--- src/rtl/layer_controller_if.sv ---
// Bundles the image-run control, pixel stream, hidden-layer link and result
// handshake of the layer controller. The master modport is the controller's
// view and the slave modport is the surrounding environment's view.
interface layer_controller_if #(
    parameter int DATA_WIDTH = 8
);
    logic                         start;
    logic                         abort;
    logic [1:0]                   activation_cfg;
    logic                         pixel_valid;
    logic signed [DATA_WIDTH-1:0] pixel_in;
    logic                         pixel_ready;
    logic                         layer_start;
    logic                         layer_data_valid;
    logic signed [DATA_WIDTH-1:0] layer_pixel;
    logic [1:0]                   layer_activation_type;
    logic signed [DATA_WIDTH-1:0] layer_out_n0;
    logic signed [DATA_WIDTH-1:0] layer_out_n1;
    logic signed [DATA_WIDTH-1:0] layer_out_n2;
    logic signed [DATA_WIDTH-1:0] layer_out_n3;
    logic signed [DATA_WIDTH-1:0] result_n0;
    logic signed [DATA_WIDTH-1:0] result_n1;
    logic signed [DATA_WIDTH-1:0] result_n2;
    logic signed [DATA_WIDTH-1:0] result_n3;
    logic                         result_valid;
    logic                         result_ready;
    logic                         busy;
    logic                         done;
    logic [7:0]                   pixel_count;

    modport master (
        input  start, abort, activation_cfg, pixel_valid, pixel_in,
        input  layer_out_n0, layer_out_n1, layer_out_n2, layer_out_n3,
        input  result_ready,
        output pixel_ready, layer_start, layer_data_valid, layer_pixel,
        output layer_activation_type,
        output result_n0, result_n1, result_n2, result_n3,
        output result_valid, busy, done, pixel_count
    );

    modport slave (
        output start, abort, activation_cfg, pixel_valid, pixel_in,
        output layer_out_n0, layer_out_n1, layer_out_n2, layer_out_n3,
        output result_ready,
        input  pixel_ready, layer_start, layer_data_valid, layer_pixel,
        input  layer_activation_type,
        input  result_n0, result_n1, result_n2, result_n3,
        input  result_valid, busy, done, pixel_count
    );
endinterface

--- src/rtl/layer_controller.sv ---
// Sequences one image through the hidden layer: clears it, streams
// NUM_PIXELS pixels into it, captures the four activated neuron outputs one
// cycle after the last pixel and holds them until the consumer takes them.
module layer_controller #(
    parameter int NUM_PIXELS = 64,
    parameter int DATA_WIDTH = 8
) (
    input  logic               clk,
    input  logic               reset,
    layer_controller_if.master bus
);
    typedef enum logic [2:0] {IDLE, CLEAR, STREAM, SETTLE, RESULT} state_t;

    localparam logic [7:0] LAST_IDX = 8'(NUM_PIXELS - 1);

    state_t                       state_q, state_d;
    logic [7:0]                   count_q, count_d;
    logic [1:0]                   act_q, act_d;
    logic signed [DATA_WIDTH-1:0] res0_q, res0_d;
    logic signed [DATA_WIDTH-1:0] res1_q, res1_d;
    logic signed [DATA_WIDTH-1:0] res2_q, res2_d;
    logic signed [DATA_WIDTH-1:0] res3_q, res3_d;
    logic                         accept;

    assign accept = (state_q == STREAM) && bus.pixel_valid;

    // State and datapath registers; reset also clears the captured scores.
    always_ff @(posedge clk) begin
        if (reset) begin
            state_q <= IDLE;
            count_q <= '0;
            act_q   <= '0;
            res0_q  <= '0;
            res1_q  <= '0;
            res2_q  <= '0;
            res3_q  <= '0;
        end else begin
            state_q <= state_d;
            count_q <= count_d;
            act_q   <= act_d;
            res0_q  <= res0_d;
            res1_q  <= res1_d;
            res2_q  <= res2_d;
            res3_q  <= res3_d;
        end
    end

    // Next-state logic; abort outside IDLE wins over every other update.
    always_comb begin
        state_d = state_q;
        count_d = count_q;
        act_d   = act_q;
        res0_d  = res0_q;
        res1_d  = res1_q;
        res2_d  = res2_q;
        res3_d  = res3_q;
        case (state_q)
            IDLE: begin
                if (bus.start && !bus.abort) state_d = CLEAR;
            end
            CLEAR: begin
                count_d = '0;
                act_d   = bus.activation_cfg;
                state_d = STREAM;
            end
            STREAM: begin
                if (accept) begin
                    // Saturate so a 256-pixel image ends at 255 rather than wrapping.
                    count_d = (count_q == 8'hFF) ? count_q : 8'(count_q + 8'd1);
                    if (count_q == LAST_IDX) state_d = SETTLE;
                end
            end
            SETTLE: begin
                res0_d  = bus.layer_out_n0;
                res1_d  = bus.layer_out_n1;
                res2_d  = bus.layer_out_n2;
                res3_d  = bus.layer_out_n3;
                state_d = RESULT;
            end
            RESULT: begin
                if (bus.result_ready) state_d = IDLE;
            end
            default: state_d = IDLE;
        endcase
        if (bus.abort && (state_q != IDLE)) begin
            state_d = IDLE;
            count_d = count_q;
            act_d   = act_q;
            res0_d  = res0_q;
            res1_d  = res1_q;
            res2_d  = res2_q;
            res3_d  = res3_q;
        end
    end

    // Output decode; every output is forced low while reset is held.
    always_comb begin
        bus.pixel_ready           = 1'b0;
        bus.layer_start           = 1'b0;
        bus.layer_data_valid      = 1'b0;
        bus.layer_pixel           = '0;
        bus.layer_activation_type = '0;
        bus.result_n0             = '0;
        bus.result_n1             = '0;
        bus.result_n2             = '0;
        bus.result_n3             = '0;
        bus.result_valid          = 1'b0;
        bus.busy                  = 1'b0;
        bus.done                  = 1'b0;
        bus.pixel_count           = '0;
        if (!reset) begin
            bus.busy                  = (state_q != IDLE);
            bus.layer_start           = (state_q == CLEAR);
            bus.pixel_ready           = (state_q == STREAM);
            bus.layer_data_valid      = accept;
            bus.layer_pixel           = (state_q == STREAM) ? bus.pixel_in : '0;
            bus.result_valid          = (state_q == RESULT);
            bus.done                  = (state_q == RESULT) && bus.result_ready && !bus.abort;
            bus.layer_activation_type = act_q;
            bus.pixel_count           = count_q;
            bus.result_n0             = res0_q;
            bus.result_n1             = res1_q;
            bus.result_n2             = res2_q;
            bus.result_n3             = res3_q;
        end
    end
endmodule

--- src/flat_wrapper.sv ---
// flat-port wrapper written by rule: the top's interface ports become plain ports
module layer_controller_flat 
#(
    parameter int NUM_PIXELS = 64,
    parameter int DATA_WIDTH = 8
)
  (clk, reset, bus_start, bus_abort, bus_activation_cfg, bus_pixel_valid, bus_pixel_in, bus_layer_out_n0, bus_layer_out_n1, bus_layer_out_n2, bus_layer_out_n3, bus_result_ready, bus_pixel_ready, bus_layer_start, bus_layer_data_valid, bus_layer_pixel, bus_layer_activation_type, bus_result_n0, bus_result_n1, bus_result_n2, bus_result_n3, bus_result_valid, bus_busy, bus_done, bus_pixel_count);
  layer_controller_if #(.DATA_WIDTH(DATA_WIDTH)) bus_i ();
  input  logic clk;
  input  logic reset;
  input wire logic [$bits(bus_i.start)-1:0] bus_start;
  input wire logic [$bits(bus_i.abort)-1:0] bus_abort;
  input wire logic [$bits(bus_i.activation_cfg)-1:0] bus_activation_cfg;
  input wire logic [$bits(bus_i.pixel_valid)-1:0] bus_pixel_valid;
  input wire logic [$bits(bus_i.pixel_in)-1:0] bus_pixel_in;
  input wire logic [$bits(bus_i.layer_out_n0)-1:0] bus_layer_out_n0;
  input wire logic [$bits(bus_i.layer_out_n1)-1:0] bus_layer_out_n1;
  input wire logic [$bits(bus_i.layer_out_n2)-1:0] bus_layer_out_n2;
  input wire logic [$bits(bus_i.layer_out_n3)-1:0] bus_layer_out_n3;
  input wire logic [$bits(bus_i.result_ready)-1:0] bus_result_ready;
  output wire logic [$bits(bus_i.pixel_ready)-1:0] bus_pixel_ready;
  output wire logic [$bits(bus_i.layer_start)-1:0] bus_layer_start;
  output wire logic [$bits(bus_i.layer_data_valid)-1:0] bus_layer_data_valid;
  output wire logic [$bits(bus_i.layer_pixel)-1:0] bus_layer_pixel;
  output wire logic [$bits(bus_i.layer_activation_type)-1:0] bus_layer_activation_type;
  output wire logic [$bits(bus_i.result_n0)-1:0] bus_result_n0;
  output wire logic [$bits(bus_i.result_n1)-1:0] bus_result_n1;
  output wire logic [$bits(bus_i.result_n2)-1:0] bus_result_n2;
  output wire logic [$bits(bus_i.result_n3)-1:0] bus_result_n3;
  output wire logic [$bits(bus_i.result_valid)-1:0] bus_result_valid;
  output wire logic [$bits(bus_i.busy)-1:0] bus_busy;
  output wire logic [$bits(bus_i.done)-1:0] bus_done;
  output wire logic [$bits(bus_i.pixel_count)-1:0] bus_pixel_count;
  assign bus_i.start = bus_start;
  assign bus_i.abort = bus_abort;
  assign bus_i.activation_cfg = bus_activation_cfg;
  assign bus_i.pixel_valid = bus_pixel_valid;
  assign bus_i.pixel_in = bus_pixel_in;
  assign bus_i.layer_out_n0 = bus_layer_out_n0;
  assign bus_i.layer_out_n1 = bus_layer_out_n1;
  assign bus_i.layer_out_n2 = bus_layer_out_n2;
  assign bus_i.layer_out_n3 = bus_layer_out_n3;
  assign bus_i.result_ready = bus_result_ready;
  assign bus_pixel_ready = bus_i.pixel_ready;
  assign bus_layer_start = bus_i.layer_start;
  assign bus_layer_data_valid = bus_i.layer_data_valid;
  assign bus_layer_pixel = bus_i.layer_pixel;
  assign bus_layer_activation_type = bus_i.layer_activation_type;
  assign bus_result_n0 = bus_i.result_n0;
  assign bus_result_n1 = bus_i.result_n1;
  assign bus_result_n2 = bus_i.result_n2;
  assign bus_result_n3 = bus_i.result_n3;
  assign bus_result_valid = bus_i.result_valid;
  assign bus_busy = bus_i.busy;
  assign bus_done = bus_i.done;
  assign bus_pixel_count = bus_i.pixel_count;
  layer_controller #(.NUM_PIXELS(NUM_PIXELS), .DATA_WIDTH(DATA_WIDTH)) u_core (.clk(clk), .reset(reset), .bus(bus_i));
endmodule
--- config.mk ---
export PLATFORM = sky130hd
export DESIGN_NAME = layer_controller_flat
export DESIGN_NICKNAME = d
export VERILOG_FILES = /design/src/rtl/layer_controller_if.sv /design/src/rtl/layer_controller.sv /design/src/flat_wrapper.sv
export SDC_FILE = /design/constraint.sdc
export NUM_CORES = 1
export LEC_CHECK = 0
export ABC_AREA = 1
export CAP_MARGIN = 10
export CELL_PAD_IN_SITES_DETAIL_PLACEMENT = 1
export CELL_PAD_IN_SITES_GLOBAL_PLACEMENT = 1
export CORE_ASPECT_RATIO = 0.9
export CORE_MARGIN = 2
export CORE_UTILIZATION = 28
export CTS_BUF_LIST = sky130_fd_sc_hd__clkbuf_4
export CTS_CLUSTER_SIZE = 14
export DETAILED_ROUTE_END_ITERATION = 12
export GPL_TIMING_DRIVEN = 1
export PLACE_DENSITY = 0.89
export SYNTH_ARGS = -nofsm -noshare
export SYNTH_HDL_FRONTEND = slang
export SYNTH_SLANG_ARGS = --single-unit
--- constraint.sdc ---
create_clock -name clk -period 1.5 [get_ports clk]
set_input_delay 0.15 -clock clk [delete_from_list [all_inputs] [get_ports clk]]
set_output_delay 0.15 -clock clk [all_outputs]
set_load 0.05 [all_outputs]
==> results.cfg <==
[sta]
worst_pin_slew_ns = 0.5926
final.setup.worst_slack_ns = -0.09042
relSlewSlack = 0.6049
rsz0062_at_grt = true
setup_violations = 11
hold_viol_final = 0
min_period_over_period = 1.060
fin_skew_ns = 0.01126
fin_crit_ns = 1.590
slew_violations = 0
fmax_mhz = 628.8

[power]
intPower_mw = 2.624
combinationalPowerShare = 0.447
leakage_nw = 1.544
pwr-share-clk = 0.219
powerDensity_nw_per_um2 = 1148
swShare = 0.3930
power_switching_mw = 1.699
pwr-share-seq = 0.334
vdd_drop_max_mv = 0.3701

[clocking]
cts_tree = done
cts-root-buf = clkbuf_4
htree_num_levels = 2
clockBufferDepth = 2
clk_latency_ns = 0.37
clk_pin_slew_ns = 0.14
numCtsBuffers = 5
clock-sinks = 45
ctsHoldBuffers = 0

[synth]
syn-num-nets = 382
ys_warn_count = 0
synth.avg_cell_area_um2 = 6.654
synth_mux_area_frac = 0
yosysUniqueCellTypes = 20
synthAdderAreaFrac = 0.005647
syn_area_um2 = 2216
ys_top_cells_by_area = dfxtp_1 41%, nor2_1 11%, a21oi_1 9.5%, inv_1 8.6%, o21ai_0 8.1%
synthCells = 333
synth_top_family_by_area = simple AND/OR/NAND/NOR gates
synth.largest_area_cell = dfxtp_1
synth_top_area_share = 0.4065
synth_compound_area_frac = 0.1999
synth_seq_cells = 45
synth_xor_area_frac = 0
synth_simple_gate_area_share = 0.2592
ys_seq_area_frac = 0.4065

[layout]
num_antenna_cells = 0
fillerInstances = 966
regArea_um2 = 915.9
layout-drive-gt1-share = 0.3097
area_growth_pct = 69.90
fin_nets = 500
multiInputGateArea_um2 = 1155
fin_cells = 548

[detailed_routing]
vias = 2530
drt-initial-drc-count = 96
finalWirelength_um = 7643
wire_per_inst_um = 13.95
ant_nets = 0
drc_errors = 0
first_pass_iters = 4
viasPerCell = 4.617

[outcome]
violations = setup timing
outcome = finished with violations

[place]
gp_congestion = 0.8519
place_hpwl_um = 5804
port_buffers = 103
dp.cells = 528
dp_slack_ns = 0.03808

[global_routing]
antenna_found_initial = 0
grt_pass1_vias = 2559
grt-ovfl-total = 0
grt_start_max_net_pins = 43
globalRouteTotalUtil = 0.1686
grt_pass1_wl_um = 11860

[setup_path]
critPathMaxFanout = 4
arrival_ns = 1.44
worstSetupStartpointType = register
worstSetupEndpointType = output port
cp.required_ns = 1.35
critPathKind = register to output port

[floorplan]
core_area_um2 = 7620
die_h_um = 88.40
io_pins = 104
die-area_um2 = 8642
die_w_um = 97.77
start_util = 0.2908
core.rowCount = 30

[job]
maxCapViolations = 0

[hold_path]
min-delay-path-class = primary input to register
placed cells by master, fill, tap and decap left out, types with 8 or more instances in the layout:
cell type,Yosys,routed
dfxtp_1,45,39
nand2_1,40,38
buf_12,0,13
nor2_1,65,49
o21ai_1,0,23
clkdlybuf4s50_1,0,46
nand3_1,14,13
nor2_4,2,8
inv_1,51,50
nor2_2,2,12
buf_4,0,60
o21ai_0,36,12
a21oi_1,42,41
state kept, by name, summed over array words and instances (netlist names):
register        flops
u_core.act_q        2
u_core.count_q      8
u_core.res2_q       8
u_core.state_q      3
u_core.res1_q       8
u_core.res0_q       8
u_core.res3_q       8
layer usage:
layer  part of all wire  track usage  routed length [µm]  up-vias
met5                  0            0                   0        -
met4              0.025      0.06313                 193        0
met3              0.042      0.03002                 320       14
met2               0.50       0.3041                3840       74
met1               0.43       0.2040                3288     1163
li1                   -            -                   -     1279
synthesized netlist by cell type (all sizes together):
| cell | n |
|---|---|
| inv | 56 |
| clkbuf | 4 |
| nand2 | 47 |
| nor3 | 1 |
| o21ai | 37 |
| ha | 1 |
| nand4 | 1 |
| buf | 11 |
| nand3 | 14 |
| dfxtp | 45 |
| nor2 | 69 |
| a21oi | 47 |
worst max-delay path, cell delays in order (launching register included):
cell	delay (ns)
dfxtp_4	0.38
nor2_4	0.13
nand2_4	0.10
nor2_4	0.15
inv_2	0.07
nor2_4	0.10
buf_12	0.14
timing repair:
action | CTS | global route
gates resized for setup | 19 | 40
setup buffers | 7 | 5
endpoints found under the setup margin | 13 | 52
pin swaps | 8 | 11
metrics by stage:
stage / utilization / hold slack, ns / power [mW] / area (µm²) / TNS [ns]
2_1_floorplan: - / 0.3285 / 2.493 / 2265 / 0
5_1_grt: 0.4941 / 0.2769 / 4.579 / 3765 / -2.104
4_1_cts: 0.4813 / 0.2615 / 4.239 / 3667 / -0.9374
3_3_place_gp: 0.4522 / 0.4378 / 3.044 / 3446 / 0
3_5_place_dp: 0.4522 / 0.4447 / 3.109 / 3446 / 0
6_report: 0.4941 / 0.2805 / 4.323 / 3765 / -0.6326
logic make-up (layout without fill, tap and decap cells):
family	after synthesis	in the layout
buf+inv	71	190
flops	45	45
fa+ha+maj	1	1
compound gates	84	84
simple gates	132	132
path summary, 6_finish.rpt:
| check | to | start | depth (start not counted) | slack, ns |
|---|---|---|---|---|
| max | bus_layer_data_valid | u_core.state_q[2] | 6 | -0.09 |
| min | u_core.count_q[3] | reset | 2 | 0.28 |
| max reg2reg | u_core.count_q[1] | u_core.state_q[2] | 10 | 0.04 |
| min reg2reg | u_core.res0_q[4] | u_core.res0_q[4] | 2 | 0.46 |
final cells by class:
| class | instances | share of cell area |
|---|---|---|
| clock buffer | 5 | 0.009970 |
| clock inverter | 3 | 0.01828 |
| inverter | 56 | 0.05849 |
| multi-input combinational | 217 | 0.3067 |
| sequential | 45 | 0.2433 |
| tap | 96 | 0.03190 |
| timing repair buffer | 126 | 0.3313 |
power by group through the flow:
stage,clock network (mW),registers (mW),logic (mW)
2_1_floorplan,0,1.42,1.08
3_3_place_gp,0,1.43,1.61
3_5_place_dp,0,1.44,1.67
4_1_cts,0.977,1.44,1.83
5_1_grt,1.03,1.46,2.09
6_report,0.948,1.44,1.93
(Power assumes the default switching activity.)
